### src/rtl/cpu_pkg.sv
// Shared CPU definitions: run/halt sequencer state encoding, control bundle and
// the terminate instruction word also decoded by the ID stage.
package cpu_pkg;

  typedef enum logic [2:0] {
    ST_IDLE      = 3'd0,
    ST_FLUSH     = 3'd1,
    ST_RUN       = 3'd2,
    ST_DRAIN     = 3'd3,
    ST_DUMP_RD   = 3'd4,
    ST_DUMP_WAIT = 3'd5,
    ST_DUMP_OUT  = 3'd6,
    ST_DONE      = 3'd7
  } run_state_t;

  // State-decoded control outputs of the sequencer.
  typedef struct packed {
    logic front_en;
    logic back_en;
    logic pipe_flush;
    logic dump_mem_sel;
    logic running;
    logic done;
  } run_ctl_t;

  localparam int          MEM_WORDS_DEFAULT    = 512;
  localparam int          DRAIN_CYCLES_DEFAULT = 4;
  localparam logic [31:0] TERMINATE_INSTR      = 32'hFFFF_FFFF;

  function automatic logic [31:0] sat_inc32(input logic [31:0] v);
    return (&v) ? v : v + 32'd1;
  endfunction

endpackage

### src/rtl/dump_streamer.sv
// Memory dump streamer: walks the word index, captures MainMemory read data one
// cycle after the address and holds it under a valid/ready handshake.
module dump_streamer #(
  parameter int MEM_WORDS = 512,
  parameter int AW        = 9
) (
  input  logic          clk,
  input  logic          rst,
  input  logic          clr,
  input  logic          cap,
  input  logic          out_phase,
  input  logic [31:0]   rdata,
  input  logic          ready,
  output logic [AW-1:0] addr,
  output logic          valid,
  output logic [31:0]   data,
  output logic [AW-1:0] index,
  output logic          accepted,
  output logic          last_accepted
);

  localparam logic [AW-1:0] LAST = AW'(MEM_WORDS - 1);

  logic [AW-1:0] idx;

  // Ready only matters while the word is offered; the index stops at LAST.
  assign valid         = out_phase;
  assign accepted      = out_phase & ready;
  assign last_accepted = accepted & (idx == LAST);
  assign addr          = idx;

  always_ff @(posedge clk) begin
    if (rst) begin
      idx   <= '0;
      data  <= '0;
      index <= '0;
    end else begin
      if (clr)
        idx <= '0;
      else if (accepted && !last_accepted)
        idx <= idx + 1'b1;
      if (cap) begin
        data  <= rdata;
        index <= idx;
      end
    end
  end

endmodule

### src/rtl/cpu_run_ctrl.sv
// Run/halt sequencer beside the five-stage CPU: start, halt on terminate, drain, dump memory.
// Optional macro CPU_RUN_CTRL_CYCLE_COUNT_EN builds the saturating RUN-cycle counter.
module cpu_run_ctrl
  import cpu_pkg::*;
#(
  parameter int DRAIN_CYCLES = DRAIN_CYCLES_DEFAULT,
  parameter int MEM_WORDS    = MEM_WORDS_DEFAULT,
  parameter int AW           = $clog2(MEM_WORDS)
) (
  input  logic          CLK,
  input  logic          RESET,
  input  logic          start,
  input  logic          terminate,
  output logic          front_en,
  output logic          back_en,
  output logic          pipe_flush,
  output logic          dump_mem_sel,
  output logic [AW-1:0] dump_addr,
  input  logic [31:0]   dump_rdata,
  output logic          dump_valid,
  input  logic          dump_ready,
  output logic [31:0]   dump_data,
  output logic [AW-1:0] dump_index,
  output logic          running,
  output logic          done,
  output logic [31:0]   cycle_count
);

  localparam int            DW         = (DRAIN_CYCLES > 1) ? $clog2(DRAIN_CYCLES) : 1;
  localparam logic [DW-1:0] DRAIN_LOAD = DW'(DRAIN_CYCLES - 1);

  run_state_t    state, state_nxt;
  run_ctl_t      ctl;
  logic [DW-1:0] drain_cnt;
  logic          drain_end;
  logic          dump_accepted, dump_last;

  assign drain_end = (state == ST_DRAIN) && (drain_cnt == '0);

  always_ff @(posedge CLK) begin
    if (RESET) state <= ST_IDLE;
    else       state <= state_nxt;
  end

  always_comb begin
    state_nxt = state;
    case (state)
      ST_IDLE:      if (start) state_nxt = ST_FLUSH;
      ST_FLUSH:     state_nxt = ST_RUN;
      ST_RUN:       if (terminate) state_nxt = ST_DRAIN;
      ST_DRAIN:     if (drain_end) state_nxt = ST_DUMP_RD;
      ST_DUMP_RD:   state_nxt = ST_DUMP_WAIT;
      ST_DUMP_WAIT: state_nxt = ST_DUMP_OUT;
      ST_DUMP_OUT: begin
        if (dump_last)          state_nxt = ST_DONE;
        else if (dump_accepted) state_nxt = ST_DUMP_RD;
      end
      ST_DONE:      state_nxt = ST_DONE;
      default:      state_nxt = ST_IDLE;
    endcase
  end

  always_comb begin
    ctl = '0;
    case (state)
      ST_FLUSH:     ctl.pipe_flush = 1'b1;
      ST_RUN: begin
        ctl.front_en = 1'b1;
        ctl.back_en  = 1'b1;
        ctl.running  = 1'b1;
      end
      ST_DRAIN:     ctl.back_en = 1'b1;
      ST_DUMP_RD,
      ST_DUMP_WAIT,
      ST_DUMP_OUT:  ctl.dump_mem_sel = 1'b1;
      ST_DONE:      ctl.done = 1'b1;
      default:      ctl = '0;
    endcase
  end

  assign front_en     = ctl.front_en;
  assign back_en      = ctl.back_en;
  assign pipe_flush   = ctl.pipe_flush;
  assign dump_mem_sel = ctl.dump_mem_sel;
  assign running      = ctl.running;
  assign done         = ctl.done;

  // Loaded with DRAIN_CYCLES-1 so DRAIN lasts exactly DRAIN_CYCLES cycles.
  always_ff @(posedge CLK) begin
    if (RESET)
      drain_cnt <= '0;
    else if (state == ST_RUN && terminate)
      drain_cnt <= DRAIN_LOAD;
    else if (state == ST_DRAIN && drain_cnt != '0)
      drain_cnt <= drain_cnt - 1'b1;
  end

`ifdef CPU_RUN_CTRL_CYCLE_COUNT_EN
  logic [31:0] cyc_q;

  always_ff @(posedge CLK) begin
    if (RESET || state == ST_FLUSH)
      cyc_q <= '0;
    else if (state == ST_RUN)
      cyc_q <= sat_inc32(cyc_q);
  end

  assign cycle_count = cyc_q;
`else
  assign cycle_count = '0;
`endif

  dump_streamer #(
    .MEM_WORDS (MEM_WORDS),
    .AW        (AW)
  ) u_dump (
    .clk           (CLK),
    .rst           (RESET),
    .clr           (drain_end),
    .cap           (state == ST_DUMP_WAIT),
    .out_phase     (state == ST_DUMP_OUT),
    .rdata         (dump_rdata),
    .ready         (dump_ready),
    .addr          (dump_addr),
    .valid         (dump_valid),
    .data          (dump_data),
    .index         (dump_index),
    .accepted      (dump_accepted),
    .last_accepted (dump_last)
  );

endmodule

### config.mk
export PLATFORM = sky130hd
export DESIGN_NAME = cpu_run_ctrl
export DESIGN_NICKNAME = d
export VERILOG_FILES = /design/src/rtl/cpu_pkg.sv /design/src/rtl/dump_streamer.sv /design/src/rtl/cpu_run_ctrl.sv
export SDC_FILE = /design/constraint.sdc
export NUM_CORES = 1
export LEC_CHECK = 0
export ABC_CLOCK_PERIOD_IN_PS = 1850
export BUFFER_PORTS_ARGS = -buffer_cell sky130_fd_sc_hd__buf_2
export CORE_MARGIN = 10
export CORE_UTILIZATION = 41
export DETAILED_ROUTE_END_ITERATION = 10
export PLACE_DENSITY_LB_ADDON = 0.1
export SYNTH_ARGS = -nofsm -noshare
export SYNTH_HDL_FRONTEND = slang
export SYNTH_SLANG_ARGS = --single-unit
### constraint.sdc
create_clock -name CLK -period 1.85 [get_ports CLK]
set_clock_uncertainty 0.2 [all_clocks]
set_input_delay 0.2775 -clock CLK [delete_from_list [all_inputs] [get_ports CLK]]
set_output_delay 0.2775 -clock CLK [all_outputs]
set_load 0.05 [all_outputs]
# Yosys cells after proc, flatten, opt, wreduce, memory -nomap -nowiden
# Index checks and enable logic that the tools add are counted.
totals:
  reg_bits: 55
  latchBits: 0
  ram_bits: 0
  rom_bits: 0
  in_bits: 37
  output_inout_bits: 89
  wordCells: 47
  n_memories: 0
op_classes:
  add_sub_neg: 2
  n_mul: 0
  n_div: 0
  order_cmp: 0
  eq_ne: 12
  shifts: 0
  mux: 13
  bitwise: 2
  n_reduce_logical: 13
ops:
  columns: ["operator", "n"]
  rows:
  - ["$pmux W3 S8", 1]
  - ["$mux W3", 5]
  - ["$eq A3 B3 Y1 const B", 4]
  - ["$add A9 B1 Y9 const B", 1]
  - ["$eq A9 B9 Y1 const B", 1]
  - ["$eq A3 B2 Y1 const B", 2]
  - ["$ne A2 B2 Y1 const B", 3]
  - ["$mux W1", 5]
  - ["$logic_and A1 B1 Y1", 4]
  - ["$mux W2", 2]
  - ["$reduce_and A4 Y1", 1]
  - ["$reduce_bool A2 Y1", 2]
  - ["$reduce_or A2 Y1", 2]
  - ["$eq A3 B1 Y1 const B", 1]
  - ["$logic_not A3 Y1", 1]
  - ["$ne A3 B3 Y1 const B", 1]
  - ["$reduce_or A3 Y1", 1]
  - ["$and A1 B1 Y1", 2]
  - ["$logic_not A2 Y1", 1]
  - ["$sub A2 B1 Y2 const B", 1]
  - ["$logic_not A1 Y1", 1]

# Depth between registers and ports, before layout
depth:
  ltp_word: 5
  mapped_depth: 7
  mapped_depth_nobuf: 7

# By module
# Synthesis repeated with hierarchy kept, for this count alone.
unflattened:
  hier_cells: 261
  area_unflattened_um2: 2498.6
by_module_without_submodules:
  columns: ["mod", "instances", "cells_each", "area_per_inst_um2", "seq_area_each_um2"]
  rows:
  - ["dump_streamer", 1, 185, 1886.8, 1001.0]
  - ["cpu_run_ctrl", 1, 76, 611.8, 100.1]

# Worst setup path after synthesis
# Ideal clock, no wire load.
synth_timing:
  path_type: "register to output"
  startpoint: "reg state[0]"
  endpoint: "out running"
  t_arrival_ps: 2104
  t_required_ps: 1372
  setup_slack_ps: -732
  path_stages_with_launch: 5
  n_path_buf: 3
  cell_sequence: "dfxtp_1 -> buf_6 -> clkbuf_1 -> nor3_1 -> buf_4"
synth_between:
  elab_chain_cells: 2
synth_rtl:
  columns: ["element", "line", "rtl"]
  rows:
  - ["start: declaration", "cpu_run_ctrl.sv:32", "run_state_t state, state_nxt;"]
  - ["start signal: assignment", "cpu_run_ctrl.sv:42", "else state <= state_nxt;"]
  - ["$eq A3 B2 Y1", null, null]
  - ["$mux W1", null, null]
  - ["end: declaration", "cpu_run_ctrl.sv:24", "output logic running,"]
# No other way between the ends.

# Worst setup path after layout
layout_timing:
  startpoint: "reg u_dump.idx[0], in the netlist u_dump.addr[0]"
  endpoint: "reg u_dump.idx[3], in the netlist u_dump.addr[3]"
layout_between:
  elab_chain_cells: 4
layout_rtl:
  columns: ["element", "line", "rtl"]
  rows:
  - ["start: declaration", "dump_streamer.sv:24", "logic [AW-1:0] idx;"]
  - ["start signal: assignment", "dump_streamer.sv:41", "idx <= idx + 1'b1;"]
  - ["parallel branches: the longest is 4 deep, another holds $add A9 B1 Y9", null, null]
# Parallel ways; which one is timed is not known.
# A chain may end at the register's enable or synchronous reset.

==> metrics <==
Reg clk slew, reported paths 100 ps; fin crit period 1880 ps; Hold Path Stages 3; CP required 1880 ps; die area 0.00958 sq mm; CTS Buffer Depth 2; Initial Util 0.420; worst hold margin 6.03 ps; share of cells above drive strength 1 0.342; cell area after synthesis 0.00249 sq mm; Crit path largest cell delay 430 ps; CP Buf/Inv Count 0; status complete, but fails checks; Layout Utilization 0.573; library cells used by synthesis 37; top cell type by total area after synthesis dfxtp_1; hpwl dp 5.03 mm; synthesized flop and latch total 55; share of the synthesized area in the top cell type 0.443; Post-DP Area 0.00306 sq mm; CTS Buf Count 5; CORE AREA 0.00592 sq mm; # clock sinks 55; Yosys warnings 0; Worst-Skew Late Latency 300 ps; Port Buffers 93; Crit Reg-Reg Startpoint u_dump.addr[0]; met2 routed WL 3.08 mm; CTS tree built; Post-synth EDFFs 0; Max-Cap Viols 0; CP Capture Type register; CP Launch Type register; Area Growth Syn to Fin 36.4%; register area share after synthesis 0.443; CP delay by family, top simple AND/OR/NAND/NOR gates; Tcrit/Tclk final 1.02; routed wl met3 650 microns; RSZ-0062 raised after global routing yes; FMAX 0.532 GHz; final setup fails 4; htree depth 2; Worst Hold End u_dump.data[23]; die width 97.9 microns; ys flop type dfxtp_1; top sig layer met4; fin nets 470; First-pass DRT Iterations 4; via/cell ratio 4.65; R2R Setup Slk -30 ps; Tot GR Track Use 0.133; cell count of the worst reg-to-reg path 7; Ports 126; final hold violation count 0; post-layout instance count excluding filler cells 505; Max IR drop VDD 0.000552 V; cells along the critical path ha_4, nand2_2, nor3_1, ha_2, nand4b_1, or4_1, a21oi_1; Max Transition Viols Final 0; Synth area leaders dfxtp_1 44%, nand2_1 13%, buf_4 10%; CP Class reg2reg; final antenna-violating net count 0; first-pass GRT wire length 10.9 mm; Detailed Route WL 6.81 mm; row cnt 28; cell area after layout 0.00339 sq mm; die height 97.9 microns; DRC Markers 0; CTS root buf clkbuf_8; async set or reset register ratio after synthesis 0; top post-synthesis cells by count 86 x nand2_1, 55 x dfxtp_1, 49 x a21oi_1, 33 x buf_4, 11 x buf_2; Arr. time, crit path 1900 ps; Overflow after GRT 0; Inserted Diodes 0; vias in the first global route 2193; violated checks negative setup slack; HP Class in2reg; gp weighted congestion 0.767; count leader, synth nand2_1; Initial DRC Count 59; Max Fanout on Critical Path 4; RR Endpoint u_dump.addr[3]; cell count after synthesis 313; leakage 0.00152 uW; mean area per synthesized cell 7.95 sq um; Vias 2348; Placed Cells 479; initial antenna violation count 0; wl on met1 3.02 mm; pin count of the biggest net entering global routing 42; slowest stage cell on the critical path or4_1; hold wc startpoint dump_rdata[23]; Power Density 796 mW/mm^2; drt wl/cell 13.5 microns; Setup WS post-layout -28.8 ps
kinds of logic (layout without fill, tap and decap cells):
group	Yosys count	count (layout)	share of synthesized area
multiplexers	2	2	0.00805
flip-flops	55	55	0.443
adder cells (fa/ha/maj)	3	3	0.0151
AND/OR/NAND/NOR	123	123	0.229
buffers and inverters	60	146	0.149
AO/OA/AOI/OAI	69	69	0.154
other	1	32	0.00151
final cells by class:
type,instances,area (sq um)
Clock buffer,5,68.8
Clock inverter,2,36.3
Fill cell,564,2530
Inverter,7,26.3
Multi-Input combinational cell,229,1200
Sequential cell,55,1130
Tap cell,75,93.8
Timing Repair Buffer,132,840
power by group:
part | total [uW] | leakage [uW] | switching (uW) | internal [uW]
Clock | 770 | 0.0000545 | 372 | 397
Combinational | 689 | 0.00101 | 474 | 215
Sequential | 1240 | 0.000451 | 34.9 | 1210
Total | 2700 | 0.00152 | 881 | 1820
repair_timing:
action / CTS / global route
hold buffers: 14 / 2
setup endpoints to repair: 9 / 14
buffers inserted: 2 / 1
endpoints found under the hold margin: 14 / 2
pin swaps: 0 / 3
gates resized for setup: 4 / 10
tightest hold or removal path, delay by kind of cell:
kind	cells	cell delay, ps
and+or+nand+nor	1	40
AOI/OAI and AO/OA	1	50
buffers and inverters	1	90
cells in the final DEF, fill, tap and decap left out, types with 2 or more instances in the layout:
master         instances
a21oi_1               47
o31ai_1                4
dfxtp_4                6
dlygate4sd3_1         16
or3_1                  2
a221oi_1               3
nand2_1               85
nand3b_1               4
o21ai_0                6
buf_2                 88
clkbuf_8               5
nor3_1                 2
or4_1                  4
buf_4                 22
mux2i_1                2
inv_1                  7
a21oi_2                2
nor2_1                 4
nand4b_1               2
dfxtp_1               44
nand3_1                5
clkbuf_4               3
a31oi_1                2
dfxtp_2                5
buf_12                 2
conb_1                32
flip-flops by register name (all words and copies together), names as in the netlist:
| name | count |
|---|---|
| state | 3 |
| u_dump.data | 32 |
| u_dump.index | 9 |
| drain_cnt | 2 |
| u_dump.addr | 9 |
worst max path at each step:
stage,start,end,cells after the start
5_1_grt,u_dump.addr[0],u_dump.addr[5],7
3_3_place_gp,u_dump.addr[0],u_dump.addr[3],7
4_1_cts,u_dump.addr[0],u_dump.addr[5],7
2_1_floorplan,state[0],running,4
6_report,u_dump.addr[0],u_dump.addr[3],7
3_5_place_dp,u_dump.addr[0],u_dump.addr[3],7
layer usage:
metal  track usage  vias up
met5             0        -
met1         0.161     1048
li1              -     1214
met4        0.0336        0
met2         0.207       80
met3        0.0620        6
per-stage QoR:
step           total power, uW  setup WS, ps  TNS (ps)
2_1_floorplan             1840         -41.2      -106
3_3_place_gp              1910          11.6         0
3_5_place_dp              1910         -6.18     -15.0
4_1_cts                   2710         -30.7     -67.6
5_1_grt                   2840          -104      -498
6_report                  2700         -28.8     -70.7
Note: power is estimated with default switching activity, not from simulation.
